File: config.mk
export PLATFORM = sky130hd
export DESIGN_NAME = rom_port_arbiter
export DESIGN_NICKNAME = d
export VERILOG_FILES = /design/src/rtl/rom_port_arbiter.sv
export SDC_FILE = /design/constraint.sdc
export NUM_CORES = 1
export LEC_CHECK = 0
export BUFFER_PORTS_ARGS = -buffer_cell sky130_fd_sc_hd__buf_2
export CAP_MARGIN = 10
export CORE_MARGIN = 5
export CORE_UTILIZATION = 35
export CTS_CLUSTER_DIAMETER = 100
export DETAILED_ROUTE_END_ITERATION = 10
export PLACE_DENSITY = 0.68
export SLEW_MARGIN = 20
export SYNTH_ARGS = -nofsm -noshare
export SYNTH_HDL_FRONTEND = slang
export SYNTH_SLANG_ARGS = --single-unit
File: constraint.sdc
create_clock -name MCLK -period 4.8 [get_ports MCLK]
set_clock_uncertainty 0.15 [all_clocks]
set_input_delay 0.72 -clock MCLK [delete_from_list [all_inputs] [get_ports MCLK]]
set_output_delay 0.72 -clock MCLK [all_outputs]
set_load 0.05 [all_outputs]
File: src/rtl/rom_port_arbiter.sv
// ---------------------------------------------------------------------------
// rom_port_arbiter
//   Shares one single-port synchronous ROM RAM between the HPS download stream
//   and two CPU read ports (main CPU and sound CPU).
//   - Download writes go through a one-entry hold register and preempt reads.
//   - CPU reads are round-robin with a req/ack handshake.
//   - RAM address/write-enable/write-data are registered.
//   - RAM read data is valid one cycle after the address.
// Ports
//   MCLK, RESET             : core clock, asynchronous active-high reset
//   DL_ACTIVE/DL_WR/AD/DT   : download stream (strobe has no backpressure)
//   DL_DONE                 : one-cycle pulse once the download has fully landed
//   DL_OVF                  : sticky flag, a download byte was dropped
//   Cx_REQ/Cx_AD            : CPU read request; held until Cx_ACK
//   Cx_ACK/Cx_DT            : one-cycle ack; data held until the next ack
//   RAM_AD/RAM_WE/RAM_DI    : registered RAM controls
//   RAM_DO                  : RAM read data
// ---------------------------------------------------------------------------
module rom_port_arbiter #(
  parameter int AW = 16,
  parameter int DW = 8
) (
  input  logic          MCLK,
  input  logic          RESET,
  input  logic          DL_ACTIVE,
  input  logic          DL_WR,
  input  logic [AW-1:0] DL_AD,
  input  logic [DW-1:0] DL_DT,
  output logic          DL_DONE,
  output logic          DL_OVF,
  input  logic          C0_REQ,
  input  logic [AW-1:0] C0_AD,
  output logic          C0_ACK,
  output logic [DW-1:0] C0_DT,
  input  logic          C1_REQ,
  input  logic [AW-1:0] C1_AD,
  output logic          C1_ACK,
  output logic [DW-1:0] C1_DT,
  output logic [AW-1:0] RAM_AD,
  output logic          RAM_WE,
  output logic [DW-1:0] RAM_DI,
  input  logic [DW-1:0] RAM_DO
);

  typedef enum logic [1:0] {
    ST_IDLE  = 2'd0,
    ST_WRITE = 2'd1,
    ST_READ  = 2'd2,
    ST_DATA  = 2'd3
  } state_t;

  state_t        state_q, state_d;
  logic          hold_v_q, hold_v_d;
  logic [AW-1:0] hold_ad_q, hold_ad_d;
  logic [DW-1:0] hold_dt_q, hold_dt_d;
  logic          ovf_q, ovf_d;
  logic          gnt_q, gnt_d;          // port owning the read in flight
  logic          rr_last_q, rr_last_d;  // port acked most recently
  logic          dl_pend_q, dl_pend_d;
  logic          dl_act_prev_q, dl_act_prev_d;
  logic          done_q, done_d;
  logic [AW-1:0] ram_ad_q, ram_ad_d;
  logic          ram_we_q, ram_we_d;
  logic [DW-1:0] ram_di_q, ram_di_d;
  logic          c0_ack_q, c0_ack_d;
  logic [DW-1:0] c0_dt_q, c0_dt_d;
  logic          c1_ack_q, c1_ack_d;
  logic [DW-1:0] c1_dt_q, c1_dt_d;

  logic elig0, elig1, pick, idle, drain, bypass;

  // Next-state logic: hold register, FSM, arbitration and download-done tracking
  always_comb begin
    state_d       = state_q;
    hold_v_d      = hold_v_q;
    hold_ad_d     = hold_ad_q;
    hold_dt_d     = hold_dt_q;
    ovf_d         = ovf_q;
    gnt_d         = gnt_q;
    rr_last_d     = rr_last_q;
    dl_pend_d     = dl_pend_q;
    dl_act_prev_d = DL_ACTIVE;
    done_d        = 1'b0;
    ram_ad_d      = ram_ad_q;
    ram_we_d      = ram_we_q;
    ram_di_d      = ram_di_q;
    c0_ack_d      = 1'b0;
    c0_dt_d       = c0_dt_q;
    c1_ack_d      = 1'b0;
    c1_dt_d       = c1_dt_q;

    // A port whose ack is high this cycle is dropping REQ; skip it.
    elig0  = C0_REQ & ~c0_ack_q;
    elig1  = C1_REQ & ~c1_ack_q;
    // Both eligible: the port not served last wins.
    pick   = (elig0 & elig1) ? ~rr_last_q : elig1;
    idle   = (state_q == ST_IDLE);
    drain  = idle & hold_v_q;
    // An idle arbiter with an empty hold writes the incoming byte straight
    // through, so a write strobe always beats a same-cycle read request.
    bypass = idle & ~hold_v_q & DL_WR;

    // Hold register: accept on empty or draining, otherwise drop and flag.
    if (drain) begin
      hold_v_d = DL_WR;
      if (DL_WR) begin
        hold_ad_d = DL_AD;
        hold_dt_d = DL_DT;
      end else begin
        hold_ad_d = hold_ad_q;
      end
    end else if (bypass) begin
      hold_v_d = 1'b0;
    end else if (DL_WR) begin
      if (hold_v_q) begin
        ovf_d = 1'b1;
      end else begin
        hold_v_d  = 1'b1;
        hold_ad_d = DL_AD;
        hold_dt_d = DL_DT;
      end
    end else begin
      hold_v_d = hold_v_q;
    end

    case (state_q)
      ST_IDLE: begin
        if (hold_v_q) begin
          ram_ad_d = hold_ad_q;
          ram_di_d = hold_dt_q;
          ram_we_d = 1'b1;
          state_d  = ST_WRITE;
        end else if (DL_WR) begin
          ram_ad_d = DL_AD;
          ram_di_d = DL_DT;
          ram_we_d = 1'b1;
          state_d  = ST_WRITE;
        end else if (!DL_ACTIVE && (elig0 || elig1)) begin
          gnt_d    = pick;
          ram_ad_d = pick ? C1_AD : C0_AD;
          ram_we_d = 1'b0;
          state_d  = ST_READ;
        end else begin
          state_d = ST_IDLE;
        end
      end
      ST_WRITE: begin
        ram_we_d = 1'b0;
        state_d  = ST_IDLE;
      end
      ST_READ: begin
        state_d = ST_DATA;
      end
      ST_DATA: begin
        if (gnt_q) begin
          c1_dt_d  = RAM_DO;
          c1_ack_d = 1'b1;
        end else begin
          c0_dt_d  = RAM_DO;
          c0_ack_d = 1'b1;
        end
        rr_last_d = gnt_q;
        state_d   = ST_IDLE;
      end
      default: begin
        ram_we_d = 1'b0;
        state_d  = ST_IDLE;
      end
    endcase

    // Download completion: arm on DL_ACTIVE falling, fire once everything landed.
    done_d = dl_pend_q & ~hold_v_q & idle;
    if (dl_act_prev_q && !DL_ACTIVE) begin
      dl_pend_d = 1'b1;
    end else if (done_d) begin
      dl_pend_d = 1'b0;
    end else begin
      dl_pend_d = dl_pend_q;
    end
  end

  // State and output registers
  always_ff @(posedge MCLK or posedge RESET) begin
    if (RESET) begin
      state_q       <= ST_IDLE;
      hold_v_q      <= 1'b0;
      hold_ad_q     <= {AW{1'b0}};
      hold_dt_q     <= {DW{1'b0}};
      ovf_q         <= 1'b0;
      gnt_q         <= 1'b0;
      rr_last_q     <= 1'b1;
      dl_pend_q     <= 1'b0;
      dl_act_prev_q <= 1'b0;
      done_q        <= 1'b0;
      ram_ad_q      <= {AW{1'b0}};
      ram_we_q      <= 1'b0;
      ram_di_q      <= {DW{1'b0}};
      c0_ack_q      <= 1'b0;
      c0_dt_q       <= {DW{1'b0}};
      c1_ack_q      <= 1'b0;
      c1_dt_q       <= {DW{1'b0}};
    end else begin
      state_q       <= state_d;
      hold_v_q      <= hold_v_d;
      hold_ad_q     <= hold_ad_d;
      hold_dt_q     <= hold_dt_d;
      ovf_q         <= ovf_d;
      gnt_q         <= gnt_d;
      rr_last_q     <= rr_last_d;
      dl_pend_q     <= dl_pend_d;
      dl_act_prev_q <= dl_act_prev_d;
      done_q        <= done_d;
      ram_ad_q      <= ram_ad_d;
      ram_we_q      <= ram_we_d;
      ram_di_q      <= ram_di_d;
      c0_ack_q      <= c0_ack_d;
      c0_dt_q       <= c0_dt_d;
      c1_ack_q      <= c1_ack_d;
      c1_dt_q       <= c1_dt_d;
    end
  end

  assign DL_DONE = done_q;
  assign DL_OVF  = ovf_q;
  assign C0_ACK  = c0_ack_q;
  assign C0_DT   = c0_dt_q;
  assign C1_ACK  = c1_ack_q;
  assign C1_DT   = c1_dt_q;
  assign RAM_AD  = ram_ad_q;
  assign RAM_WE  = ram_we_q;
  assign RAM_DI  = ram_di_q;

endmodule

==> results_dict.tcl, run 1 <==
set metrics [dict create \
    max_freq_mhz 402.4 \
    grt_max_degree 58 \
    post-route-min-period_ns 2.485 \
    final_cell_mix "buf_2 (114), dfrtp_1 (74), a21oi_1 (25)" \
    finalSetupViolations 0 \
    ir_drop_v 0.0003060 \
    final_common_cell "buf_2" \
    dieHeight_um 111.9 \
    viasPerCell 5.122 \
    globalRouteMet3Util_pct 3.967 \
    power_density_nw_per_um2 805.7 \
    drive_gt1_share_pct 45.07 \
    io_buffer_count 114 \
    status "complete, no violations" \
    slew_headroom_pct 35.48 \
    power_leakage_nw 2.148 \
    post-dp-hpwl_mm 6.344 \
    cp-start-kind "flip-flop" \
    yosysSeqAreaShare_pct 52.34 \
    cts_buffers 9 \
    drtIter0Drc 135 \
    post_cts_buffers 0 \
    holdBufCountCts 0 \
    cts.clk_slew.worst_paths_ns 0.09 \
    gr-usage-met2_pct 23.46 \
    swShare_pct 45.96 \
    clock_path_buffers 2 \
    tns_ns 0 \
    rows 37 \
    busiest_layer "met2" \
    endpoint_kind "flip-flop" \
    dr.pass1.iters 4 \
    intPower_mw 1.944 \
    worstSkewPairLatency_ns 0.34 \
    yosys.area.top_type "dfrtp_1" \
    tightest_slew_ns 0.9678 \
    die_area_um2 12530 \
    power_frac_comb_pct 51.6 \
    synth_cell_types 37 \
    antenna_found_initial 0 \
    drc 0 \
    grt.overflow.total 0 \
    cts_tree "yes" \
    p_clk_share_pct 15.0 \
    nNetsFinal 471 \
    timing.final.crit_share_pct 51.78 \
    rsz0062_at_grt "false" \
    gp_congestion 0.8121 \
    num_antenna_cells 0 \
    multiInputGateArea_um2 1499 \
    core_um2 10230 \
    ys.flop_type "dfrtp_1" \
    start_util_pct 35.54 \
    path_class "reg2reg" \
    wirelength_mm 9.278 \
    required_ns 4.88 \
    wire_per_inst_um 17.12 \
    worstPathMaxFanout 24 \
    syn_area_per_cell_um2 12.24 \
    finalHoldViolations 0 \
    synth-edff-count 0 \
    synth_cells 297 \
    rrSetupSlack_ns 2.31 \
    ys.warnings.count 0 \
    slew_viol_final 0 \
    postLayoutCoreUtil_pct 43.63 \
    met1_usage_pct 19.59 \
    synth_fp_nets 367 \
    synth_area_um2 3636 \
    hp-class "in2async" \
    power_frac_seq_pct 33.4 \
    cp.arrival_ns 2.57 \
    n_fill_cell 977 \
    ios 115 \
    grt_pass1_wl_mm 15.06 \
    seq_area_um2 1904 \
    net-switching-power_mw 1.653 \
    synth_area_leaders "dfrtp_1 (52%), mux2_4 (8.3%), mux2_2 (6.2%)" \
    grtUsageTotal_pct 14.83 \
    syn_to_final_growth_pct 22.78 \
    cts-resized-gates 0 \
    clock_sinks 76 \
    die_x_um 111.9 \
    ys_async_sr_fraction_pct 100.0 \
    synth_top_area_share_pct 51.62 \
    cts_root_buf "clkbuf_8" \
    ys_ff_latch 76 \
    grt_pass1_vias 2894 \
    htree_levels 3 \
    cap_violations 0 \
    dr_total_vias 2776 \
    antenna_left 0 \
]
cell type report:
class / count / area share, %
clock buffer: 10 / 2.859
multi-input combinational: 176 / 33.58
timing repair buffer: 117 / 13.28
tap: 136 / 3.812
inverter: 21 / 1.822
clock inverter: 6 / 1.990
sequential: 76 / 42.66
power groups by stage:
| stage | clock, mW | sequential (mW) | combinational, mW |
|---|---|---|---|
| 2_1_floorplan | 0 | 1.75 | 0.987 |
| 3_3_place_gp | 0 | 1.19 | 1.84 |
| 3_5_place_dp | 0 | 1.21 | 1.87 |
| 4_1_cts | 0.555 | 1.20 | 1.87 |
| 5_1_grt | 0.585 | 1.24 | 1.97 |
| 6_report | 0.539 | 1.20 | 1.86 |
metrics by stage:
| step | area [um2] | setup slack [ns] | std cells | hold slack [ns] | total power [mW] |
|---|---|---|---|---|---|
| 2_1_floorplan | 3636 | 1.993 | 297 | 0.2892 | 2.738 |
| 3_3_place_gp | 4247 | 2.256 | 526 | 0.3075 | 3.039 |
| 3_5_place_dp | 4247 | 2.186 | 526 | 0.3133 | 3.080 |
| 4_1_cts | 4463 | 2.320 | 542 | 0.3263 | 3.631 |
| 5_1_grt | 4464 | 2.151 | 542 | 0.3328 | 3.800 |
| 6_report | 4464 | 2.315 | 542 | 0.3214 | 3.597 |
final timing paths:
path	from	to	depth (start not counted)
max in group asynchronous	RESET	hold_dt_q[2]	3
min	RESET	RAM_DI[1]	2
min in group MCLK	rr_last_q	rr_last_q	2
max	state_q[0]	hold_ad_q[3]	4
max reg2reg	state_q[0]	hold_ad_q[3]	4
min reg2reg	rr_last_q	rr_last_q	2
critical path, cell delays in order, from the launching register on:
cell     delay [ns]
dfrtp_1        0.45
or2_1          0.78
xor2_2         0.18
nand2_4        0.42
mux2_2         0.39
Yosys cell counts, drive strengths merged, types with 2 or more instances:
cell type / number
inv: 21
a221oi: 16
a31oi: 16
nand3: 2
clkbuf: 8
nand2: 5
nor2b: 2
and4: 16
nor2: 13
o21ai: 3
a21oi: 26
dfrtp: 75
mux2i: 9
o21bai: 2
mux2: 40
a2bb2oi: 16
buf: 16
kinds of logic after synthesis:
kind of cell,Yosys count,synth area share [%]
xor+xnor,1,0.4475
fa+ha+maj,1,0.2753
simple gates,43,7.570
buf+inv,45,6.435
compound gates,82,16.00
flops,76,52.34
mux,49,16.93
routing by layer:
layer	vias to the layer above	wire, um	share of wire (%)
met5	-	0	0
met4	0	87	0.94
met3	8	677	7.3
met2	104	4360	47
met1	1361	4152	45
li1	1303	-	-
flip-flops by register name, summed over array words and instances (netlist names), 2 cells and up:
name,count
C0_DT,8
RAM_AD,16
hold_dt_q,8
C1_DT,8
RAM_DI,8
state_q,2
hold_ad_q,16
Note: power is estimated with default switching activity, not from simulation.
==> run 2: changes to the inputs <==
PLACE_DENSITY = 0.71   (was 0.68)
clock period = 2.2 ns   (was 4.8 ns; I/O delays follow)
==> results_dict.tcl, run 2 (synthesis results as in run 1) <==
set metrics [dict create \
    cp.arrival_ns 2.02 \
    io_buffer_count 114 \
    n_fill_cell 971 \
    tightest_slew_ns 0.7310 \
    cp-start-kind "flip-flop" \
    worstPathMaxFanout 24 \
    required_ns 2.28 \
    clock_path_buffers 2 \
    antenna_found_initial 0 \
    worstSkewPairLatency_ns 0.34 \
    num_antenna_cells 0 \
    dieHeight_um 111.9 \
    start_util_pct 35.54 \
    ir_drop_v 0.0007688 \
    final_cell_mix "buf_2 (114), dfrtp_1 (74), a21oi_1 (25)" \
    grt_max_degree 42 \
    post-dp-hpwl_mm 6.586 \
    grt_pass1_vias 3028 \
    power_density_nw_per_um2 1739 \
    endpoint_kind "flip-flop" \
    rsz0062_at_grt "false" \
    status "complete, no violations" \
    drc 0 \
    cpLargestDelayFamily "simple AND/OR/NAND/NOR gates" \
    finalWorstSetupSlack_ns 0.2570 \
    cts.clk_slew.worst_paths_ns 0.08 \
    cpPeakStageDelay_ns 0.44 \
    hp-class "in2reg" \
    die_x_um 111.9 \
    dp_slack_ns 0.2429 \
    cap_violations 0 \
    wirelength_mm 9.477 \
    seq_area_um2 1904 \
    syn_to_final_growth_pct 24.98 \
    slew_headroom_pct 51.26 \
    hold_slack_ns 0.07775 \
    power_leakage_nw 2.195 \
    path_class "reg2reg" \
    grt.overflow.total 0 \
    cts_buffers 9 \
    wire_per_inst_um 17.17 \
    nNetsFinal 481 \
    clock_sinks 76 \
    htree_levels 3 \
    rows 37 \
    cts_tree "yes" \
    timing.final.crit_share_pct 88.32 \
    cts_root_buf "clkbuf_8" \
    critPathSlowestCell "dfrtp_1" \
    post_cts_buffers 0 \
    dr.pass1.iters 4 \
    path_cells "or2_1, xor2_2, nand2_4, mux2_2" \
    finalSetupViolations 0 \
    slew_viol_final 0 \
    antenna_left 0 \
    power_mw 7.901 \
    post-route-min-period_ns 1.943 \
    core_um2 10230 \
    die_area_um2 12530 \
    grt_pass1_wl_mm 15.97 \
    max_freq_mhz 514.7 \
    viasPerCell 5.181 \
    final_common_cell "buf_2" \
    dr_total_vias 2860 \
    grtUsageTotal_pct 15.79 \
    ios 115 \
    multiInputGateArea_um2 1499 \
    drtIter0Drc 255 \
    crit_buf_inv 0 \
    finalHoldViolations 0 \
    drive_gt1_share_pct 45.91 \
    gp_congestion 0.8577 \
    tns_ns 0 \
]
==> run 2: what timing repair did <==
item,4_1_cts,5_1_grt
resized for setup,0,0
hold endpoints to repair,18,0
hold buffers,2,0
==> run 2: layer usage <==
layer | global-route usage, % | wire length [um] | vias to the layer above
met1 | 20.63 | 4128 | 1384
met5 | 0 | 0 | -
li1 | - | - | 1327
met4 | 6.002 | 162 | 0
met3 | 5.109 | 850 | 13
met2 | 24.42 | 4336 | 136
==> run 2: layout make-up <==
cell class / instances / share of cell area, %
clock buffer: 12 / 3.414
clock inverter: 4 / 1.046
inverter: 21 / 1.817
multi-input combinational: 176 / 32.98
sequential: 76 / 41.91
tap: 136 / 3.744
timing repair buffer: 127 / 15.09
==> run 2: where the power goes <==
group | total, mW | internal, mW | switching, mW
sequential | 2.49 | 2.10 | 0.389
combinational | 4.29 | 1.56 | 2.73
clock | 1.11 | 0.584 | 0.529
total | 7.90 | 4.25 | 3.65
==> run 2: path summary, 6_finish.rpt <==
| path | from | endpoint | slack, ns | cells past startpoint |
|---|---|---|---|---|
| setup / recovery | state_q[1] | hold_dt_q[7] | 0.26 | 4 |
| hold / removal | DL_DT[4] | hold_dt_q[4] | 0.08 | 2 |
| setup reg to reg | state_q[1] | hold_dt_q[7] | 0.26 | 4 |
| hold reg to reg | rr_last_q | rr_last_q | 0.31 | 2 |
| max in group asynchronous | RESET | rr_last_q | 0.92 | 4 |
| min in group asynchronous | RESET | hold_ad_q[3] | 0.39 | 3 |
==> run 2: worst reg2reg max path, delay by kind of cell (launching register included) <==
| family | cells | cell delay (ns) |
|---|---|---|
| XOR/XNOR | 1 | 0.17 |
| AND/OR/NAND/NOR | 2 | 0.67 |
| multiplexers | 1 | 0.41 |
| flip-flops | 1 | 0.44 |
==> run 2: through the flow <==
stage / cell area, um2 / utilization, % / std cells
4_1_cts: 4544 / 44.42 / 552
3_3_place_gp: 4322 / 42.24 / 534
3_5_place_dp: 4322 / 42.24 / 534
6_report: 4544 / 44.42 / 552
5_1_grt: 4544 / 44.42 / 552
2_1_floorplan: 3640 / - / 297
==> run 3: changes to the inputs <==
PLACE_DENSITY = 0.61   (was 0.71)
==> results_dict.tcl, run 3 (synthesis results as in run 1) <==
set metrics [dict create \
    drtIter0Drc 94 \
    hp-class "in2reg" \
    slew_headroom_pct 50.14 \
    finalHoldViolations 0 \
    rows 37 \
    final_cells 550 \
    post-dp-hpwl_mm 6.546 \
    final_cell_mix "buf_2 (114), dfrtp_1 (74), a21oi_1 (25)" \
    path_class "reg2reg" \
    dieHeight_um 111.9 \
    post-route-min-period_ns 1.956 \
    dr_total_vias 2797 \
    crit_buf_inv 0 \
    cap_violations 0 \
    die_x_um 111.9 \
    grt.overflow.total 0 \
    die_area_um2 12530 \
    required_ns 2.28 \
    clock_sinks 76 \
    power_mw 7.863 \
    drc 0 \
    finalWorstSetupSlack_ns 0.2445 \
    grt_max_degree 59 \
    ios 115 \
    gp_congestion 0.7882 \
    drive_gt1_share_pct 45.65 \
    cts_root_buf "clkbuf_8" \
    dr.pass1.iters 4 \
    dp_slack_ns 0.2503 \
    core_um2 10230 \
    final_cell_area_um2 4528 \
    finalSetupViolations 0 \
    cp-start-kind "flip-flop" \
    tns_ns 0 \
    num_antenna_cells 0 \
    antenna_found_initial 0 \
    wire_per_inst_um 17.11 \
    postPlaceCellArea_um2 4307 \
    timing.final.crit_share_pct 88.89 \
    grt_pass1_wl_mm 15.36 \
    cts.clk_slew.worst_paths_ns 0.09 \
    slew_viol_final 0 \
    cpPeakStageDelay_ns 0.45 \
    grt_pass1_vias 2880 \
    dp.cells 532 \
    cp.arrival_ns 2.03 \
    final_common_cell "buf_2" \
    cts_tree "yes" \
    wirelength_mm 9.408 \
    syn_to_final_growth_pct 24.54 \
    ir_drop_v 0.001065 \
    tightest_slew_ns 0.7477 \
    path_cells "or2_1, xor2_2, nand2_4, mux2_2" \
    io_buffer_count 114 \
    max_freq_mhz 511.4 \
    viasPerCell 5.085 \
    antenna_left 0 \
    postLayoutCoreUtil_pct 44.26 \
    n_fill_cell 995 \
    critPathSlowestCell "dfrtp_1" \
    grtUsageTotal_pct 15.29 \
    start_util_pct 35.54 \
    clock_path_buffers 2 \
    power_density_nw_per_um2 1737 \
    cpLargestDelayFamily "simple AND/OR/NAND/NOR gates" \
    worstSkewPairLatency_ns 0.34 \
    worstPathMaxFanout 24 \
    post_cts_buffers 0 \
    cts_buffers 9 \
    nNetsFinal 479 \
    status "complete, no violations" \
    hold_slack_ns 0.07373 \
    htree_levels 3 \
    power_leakage_nw 2.183 \
    endpoint_kind "flip-flop" \
    rsz0062_at_grt "false" \
]
## run 3: cell types whose count changed in the layout (fill, tap and decap cells not counted)
cell,change
clkinv_4,+1
buf_4,-2
clkbuf_8,-1
clkinv_2,-1
inv_6,+1
## run 3: worst reg2reg max path, stage by stage, from the launching register on
cell and delay (ns):
dfrtp_1 0.45, or2_1 0.30, xor2_2 0.17, nand2_4 0.38, mux2_2 0.40
## run 3: power breakdown
part / switching, mW / internal, mW
Sequential: 0.384 / 2.10
Combinational: 2.72 / 1.56
Clock: 0.536 / 0.560
Total: 3.64 / 4.22
## run 3: metal layers
metal	global-route usage (%)	share of wire [%]	vias up
met3	5.217	9.2	8
met2	23.22	44	136
li1	-	-	1323
met1	20.93	46	1330
met4	4.055	1.0	0
met5	0	0	-
## run 3: final timing paths
kind	from	end	slack [ns]	cells past startpoint
worst min-delay path	RAM_DO[4]	C0_DT[4]	0.07	2
worst max register to register	state_q[1]	hold_dt_q[7]	0.24	4
worst min register to register	rr_last_q	rr_last_q	0.31	2
worst max-delay path	state_q[1]	hold_dt_q[7]	0.24	4
max in group asynchronous	RESET	rr_last_q	0.85	4
min in group asynchronous	RESET	C1_DT[3]	0.38	3
## run 3: area by class of cell
type | instances | area [um2] | area share (%)
inverter | 21 | 82.58 | 1.824
multi-input combinational | 176 | 1499 | 33.10
clock buffer | 11 | 141.4 | 3.122
sequential | 76 | 1904 | 42.06
clock inverter | 5 | 60.06 | 1.326
tap | 136 | 170.2 | 3.758
timing repair buffer | 125 | 670.6 | 14.81
## run 3: what timing repair did
item	4_1_cts	5_1_grt
resized for setup	0	0
endpoints found under the hold margin	19	0
hold buffers	2	0
